File: config.mk
export PLATFORM = sky130hd
export DESIGN_NAME = pipe_stage_reg
export DESIGN_NICKNAME = d
export VERILOG_FILES = /design/src/rtl/pipe_stage_reg.sv
export SDC_FILE = /design/constraint.sdc
export NUM_CORES = 1
export LEC_CHECK = 0
export ABC_AREA = 0
export ABC_CLOCK_PERIOD_IN_PS = 2500
export CORE_ASPECT_RATIO = 1.2
export CORE_MARGIN = 8
export CORE_UTILIZATION = 31
export DETAILED_ROUTE_END_ITERATION = 10
export PLACE_DENSITY_LB_ADDON = 0.05
export SYNTH_ARGS = -nofsm -noshare
export SYNTH_HDL_FRONTEND = slang
export SYNTH_SLANG_ARGS = --single-unit
File: constraint.sdc
create_clock -name clk -period 2.5 [get_ports clk]
set_input_delay 0.375 -clock clk [delete_from_list [all_inputs] [get_ports clk]]
set_output_delay 0.375 -clock clk [all_outputs]
set_load 0.05 [all_outputs]
File: src/rtl/pipe_stage_reg.sv
// Handshaked pipeline stage register carrying the write-back bundle {mem_data, alu_result, rd, control}.
// SKID=1 gives a two-entry skid buffer with a flopped in_ready; SKID=0 is a single register.
module pipe_stage_reg #(
    parameter int DATA_W = 32,
    parameter int RD_W   = 5,
    parameter int CTRL_W = 2,
    parameter int SKID   = 1,
    parameter int CNT_W  = 16
) (
    input  logic              clk,
    input  logic              rst,
    input  logic              flush,
    input  logic              in_valid,
    output logic              in_ready,
    input  logic [DATA_W-1:0] mem_data_in,
    input  logic [DATA_W-1:0] alu_result_in,
    input  logic [RD_W-1:0]   rd_in,
    input  logic [CTRL_W-1:0] control_in,
    output logic              out_valid,
    input  logic              out_ready,
    output logic [DATA_W-1:0] mem_data_out,
    output logic [DATA_W-1:0] alu_result_out,
    output logic [RD_W-1:0]   rd_out,
    output logic [CTRL_W-1:0] control_out,
    output logic [CNT_W-1:0]  stall_cnt
);

    typedef struct packed {
        logic [DATA_W-1:0] mem_data;
        logic [DATA_W-1:0] alu_result;
        logic [RD_W-1:0]   rd;
        logic [CTRL_W-1:0] control;
    } beat_t;

    localparam logic [CNT_W-1:0] CNT_MAX = '1;

    beat_t in_beat;
    beat_t main_q;
    beat_t out_beat;
    logic  main_valid;
    logic  up;
    logic  down;

    assign in_beat = {mem_data_in, alu_result_in, rd_in, control_in};
    assign up      = in_valid & in_ready;
    assign down    = main_valid & out_ready;

    generate
        if (SKID != 0) begin : g_skid
            beat_t skid_q;
            logic  skid_valid;

            // in_ready comes straight from a flop, so out_ready never reaches it combinationally
            assign in_ready = !skid_valid;

            // NOTE: state is updated with non-blocking assignments so every register sees pre-edge values.
            always_ff @(posedge clk) begin
                if (rst) begin
                    main_valid <= 1'b0;
                    skid_valid <= 1'b0;
                    main_q     <= '0;
                    skid_q     <= '0;
                end else if (flush) begin
                    // NOTE: flush only drops the valid flags; stale payload is hidden by output masking.
                    main_valid <= 1'b0;
                    skid_valid <= 1'b0;
                end else if (down) begin
                    if (skid_valid) begin
                        main_q     <= skid_q;
                        skid_valid <= 1'b0;
                    end else if (up) begin
                        main_q <= in_beat;
                    end else begin
                        main_valid <= 1'b0;
                    end
                end else if (up) begin
                    if (main_valid) begin
                        skid_q     <= in_beat;
                        skid_valid <= 1'b1;
                    end else begin
                        main_q     <= in_beat;
                        main_valid <= 1'b1;
                    end
                end
            end
        end else begin : g_single
            assign in_ready = !main_valid | out_ready;

            always_ff @(posedge clk) begin
                if (rst) begin
                    main_valid <= 1'b0;
                    main_q     <= '0;
                end else if (flush) begin
                    main_valid <= 1'b0;
                end else if (up) begin
                    main_q     <= in_beat;
                    main_valid <= 1'b1;
                end else if (down) begin
                    main_valid <= 1'b0;
                end
            end
        end
    endgenerate

    // A bubble must never present RegWrite/MemtoReg or a destination index downstream
    assign out_beat       = main_valid ? main_q : '0;
    assign out_valid      = main_valid;
    assign mem_data_out   = out_beat.mem_data;
    assign alu_result_out = out_beat.alu_result;
    assign rd_out         = out_beat.rd;
    assign control_out    = out_beat.control;

    always_ff @(posedge clk) begin
        if (rst) begin
            stall_cnt <= '0;
        end else if (main_valid && !out_ready && !flush && stall_cnt != CNT_MAX) begin
            stall_cnt <= stall_cnt + CNT_W'(1);
        end
    end

endmodule

==> metrics <==
status=completed; met2 usage=0.256; clock slew seen by the registers of the worst setup and hold paths=0.06 ns; antenna cells=0; Sequential Power Share=0.456; Tmin final=2.24 ns; critical path class=in -> reg; synthesized area=0.00684 mm^2; Yosys cell types=32; first-pass GRT wire length=31600 um; share of layout cells above drive strength 1=0.133; Worst Setup Start Kind=input port; cell count after synthesis=815; Via density=4.90; global route hottest layer=met2; Main synth FF type=dfxtp_1; die width=152 um; Die ar.=0.0271 mm^2; Clk pwr share=0.441; Max Buffers Root-to-Sink=2; Pwr per Cell Area=579 mW/mm^2; Pwr Total=0.00587 W; worst slew pin tran=0.664 ns; GR Overflow Total=0; post-synth top area share=0.468; Commonest cells post-synth=dfxtp_1, nand2_1, a21oi_1; Max Fclk=447 MHz; CORE AREA=0.0217 mm^2; FF+latch count, synth=160; Syn Nets=892; R2R setup slack=0.37 ns; row count=59; CP Data Required Time=2.84 ns; number of port buffers=164; EDFF count, synth=0; initial antenna violation count=0; element type at the critical path end=register; Hold Fails Final Rpt=0; Detailed Place HPWL=13200 um; Worst slew margin=0.554; routed len/inst=16.1 um; first-pass iteration count of the detailed router=4; Hold WC Path Type=reg -> reg; Final ANT Viol Nets=0; DIE HEIGHT=179 um; met1 Use GR=0.169; CTS tree=yes; unrepaired setup endpoints after global routing=false; met3 Track Usage GR=0.0460; # DRC=0; Final setup viols=0; Layout Area Growth over Synthesis=48.4%; GRT Total Usage=0.147; setup TNS=0 ns; Root Buffer=clkbuf_16; Clock Latency Late Sink=0.43 ns; worst IR drop on VDD=0.416 mV; Avg Inst Size Synth=8.39 um^2; Nets=1026; Initial Util=0.315; Crit Path Max Fanout=6; sw frac=0.257; Tcrit/Tclk final=0.894; Slew Limit Fails=0; post-CTS sizing=0; max-cap viol count=0; Synth async-reset ratio=0; largest net degree at the start of global routing=80; logic gate share of total power=0.103; starting DRC count in detailed routing=333; Hold Buf Count CTS=0; NetSw=0.00151 W; DR vias=6062; top-count cell post-synth=dfxtp_1; Seq/Total Area, Yosys=0.468; # clock sinks=160; Fin Clk Skew=0.0137 ns; cell internal pwr=0.00436 W; top-level I/O count=165; GPL Wtd Cong=0.731; CTS Buf Count=17; htree depth=4; largest area contributor in the netlist=dfxtp_1; setup bufs post-CTS=0; Synth area leaders=dfxtp_1, mux2i_1, nand2_1; Synthesis Warnings=0; Lkg Pwr=3.99 nW; vias in the first global route=6009; CP arrival=2.57 ns; routed wire length=19900 um
[sequential cells by signal (all words and copies together), names as in the netlist]
register and count:
stall_cnt 16, g_skid.skid_valid 1, g_skid.skid_q 71, main_q 71, out_valid 1
[cell type report]
| type | instances | area (um^2) |
|---|---|---|
| Fill cell | 2119 | 11600 |
| Multi-Input combinational cell | 584 | 3410 |
| Sequential cell | 160 | 3200 |
| Timing Repair Buffer | 182 | 2590 |
| Clock buffer | 18 | 439 |
| Tap cell | 274 | 343 |
| Clock inverter | 14 | 145 |
| Inverter | 4 | 15.0 |
[metal layers]
metal  wire [um]  part of all wire
met1        8600              0.43
met2        9900              0.50
met3        1220             0.061
met4         183            0.0092
met5           0                 0
[logic make-up after synthesis]
logic type	count (synthesis)	synth area share
mux	72	0.105
flops	160	0.468
fa+ha+maj	1	0.00183
buf+inv	71	0.0399
compound gates	176	0.160
simple gates	335	0.225
[worst paths after layout]
| path | cells after the start | startpoint | endpoint |
|---|---|---|---|
| max | 5 | out_ready | stall_cnt[15] |
| min | 2 | g_skid.skid_q[60] | g_skid.skid_q[60] |
| max reg2reg | 4 | out_valid | stall_cnt[15] |
| min reg2reg | 2 | g_skid.skid_q[60] | g_skid.skid_q[60] |
[worst max-delay path: stages]
cell and delay (ns):
clkdlybuf4s50_1 0.43, or3b_1 0.43, or4_1 0.64, or4_1 0.53, a21oi_1 0.16
[per-stage QoR]
step                      utilization  instance area, um^2  instances  hold slack (ns)  worst slack (ns)
after floorplan                     -                 6840        815            0.436            0.0267
after global placement          0.440                 9560       1204            0.441            -0.135
after detailed placement        0.440                 9560       1204            0.446            -0.165
after CTS                       0.467                10100       1236            0.455             0.163
after global routing            0.467                10100       1236            0.470             0.168
final                           0.467                10100       1236            0.453             0.265
[layout by cell type, fill, tap and decap left out, types with 2 or more instances in the layout]
master,instances
o21ai_0,10
nand4_1,4
nor4_1,2
nor3_1,7
mux2i_1,72
nand3_1,5
or3_1,8
buf_12,79
a211oi_1,73
inv_8,3
inv_1,4
buf_4,11
dfxtp_1,159
or4_1,5
clkbuf_16,17
a21oi_1,83
nand3_4,2
nand2_1,149
clkinv_4,2
nor2_1,74
and2_1,71
clkinvlp_4,2
inv_6,5
clkdlybuf4s50_1,91
o31ai_1,4
and4_1,2
a41oi_1,2
[power groups by stage]
stage	sequential, W	clock (W)	combinational, W
2_1_floorplan	0.00273	0	0.000303
3_3_place_gp	0.00273	0	0.000599
3_5_place_dp	0.00274	0	0.000609
4_1_cts	0.00268	0.00267	0.000611
5_1_grt	0.00269	0.00278	0.000657
6_report	0.00268	0.00259	0.000604
No activity file was read; power rests on OpenSTA's default activity.
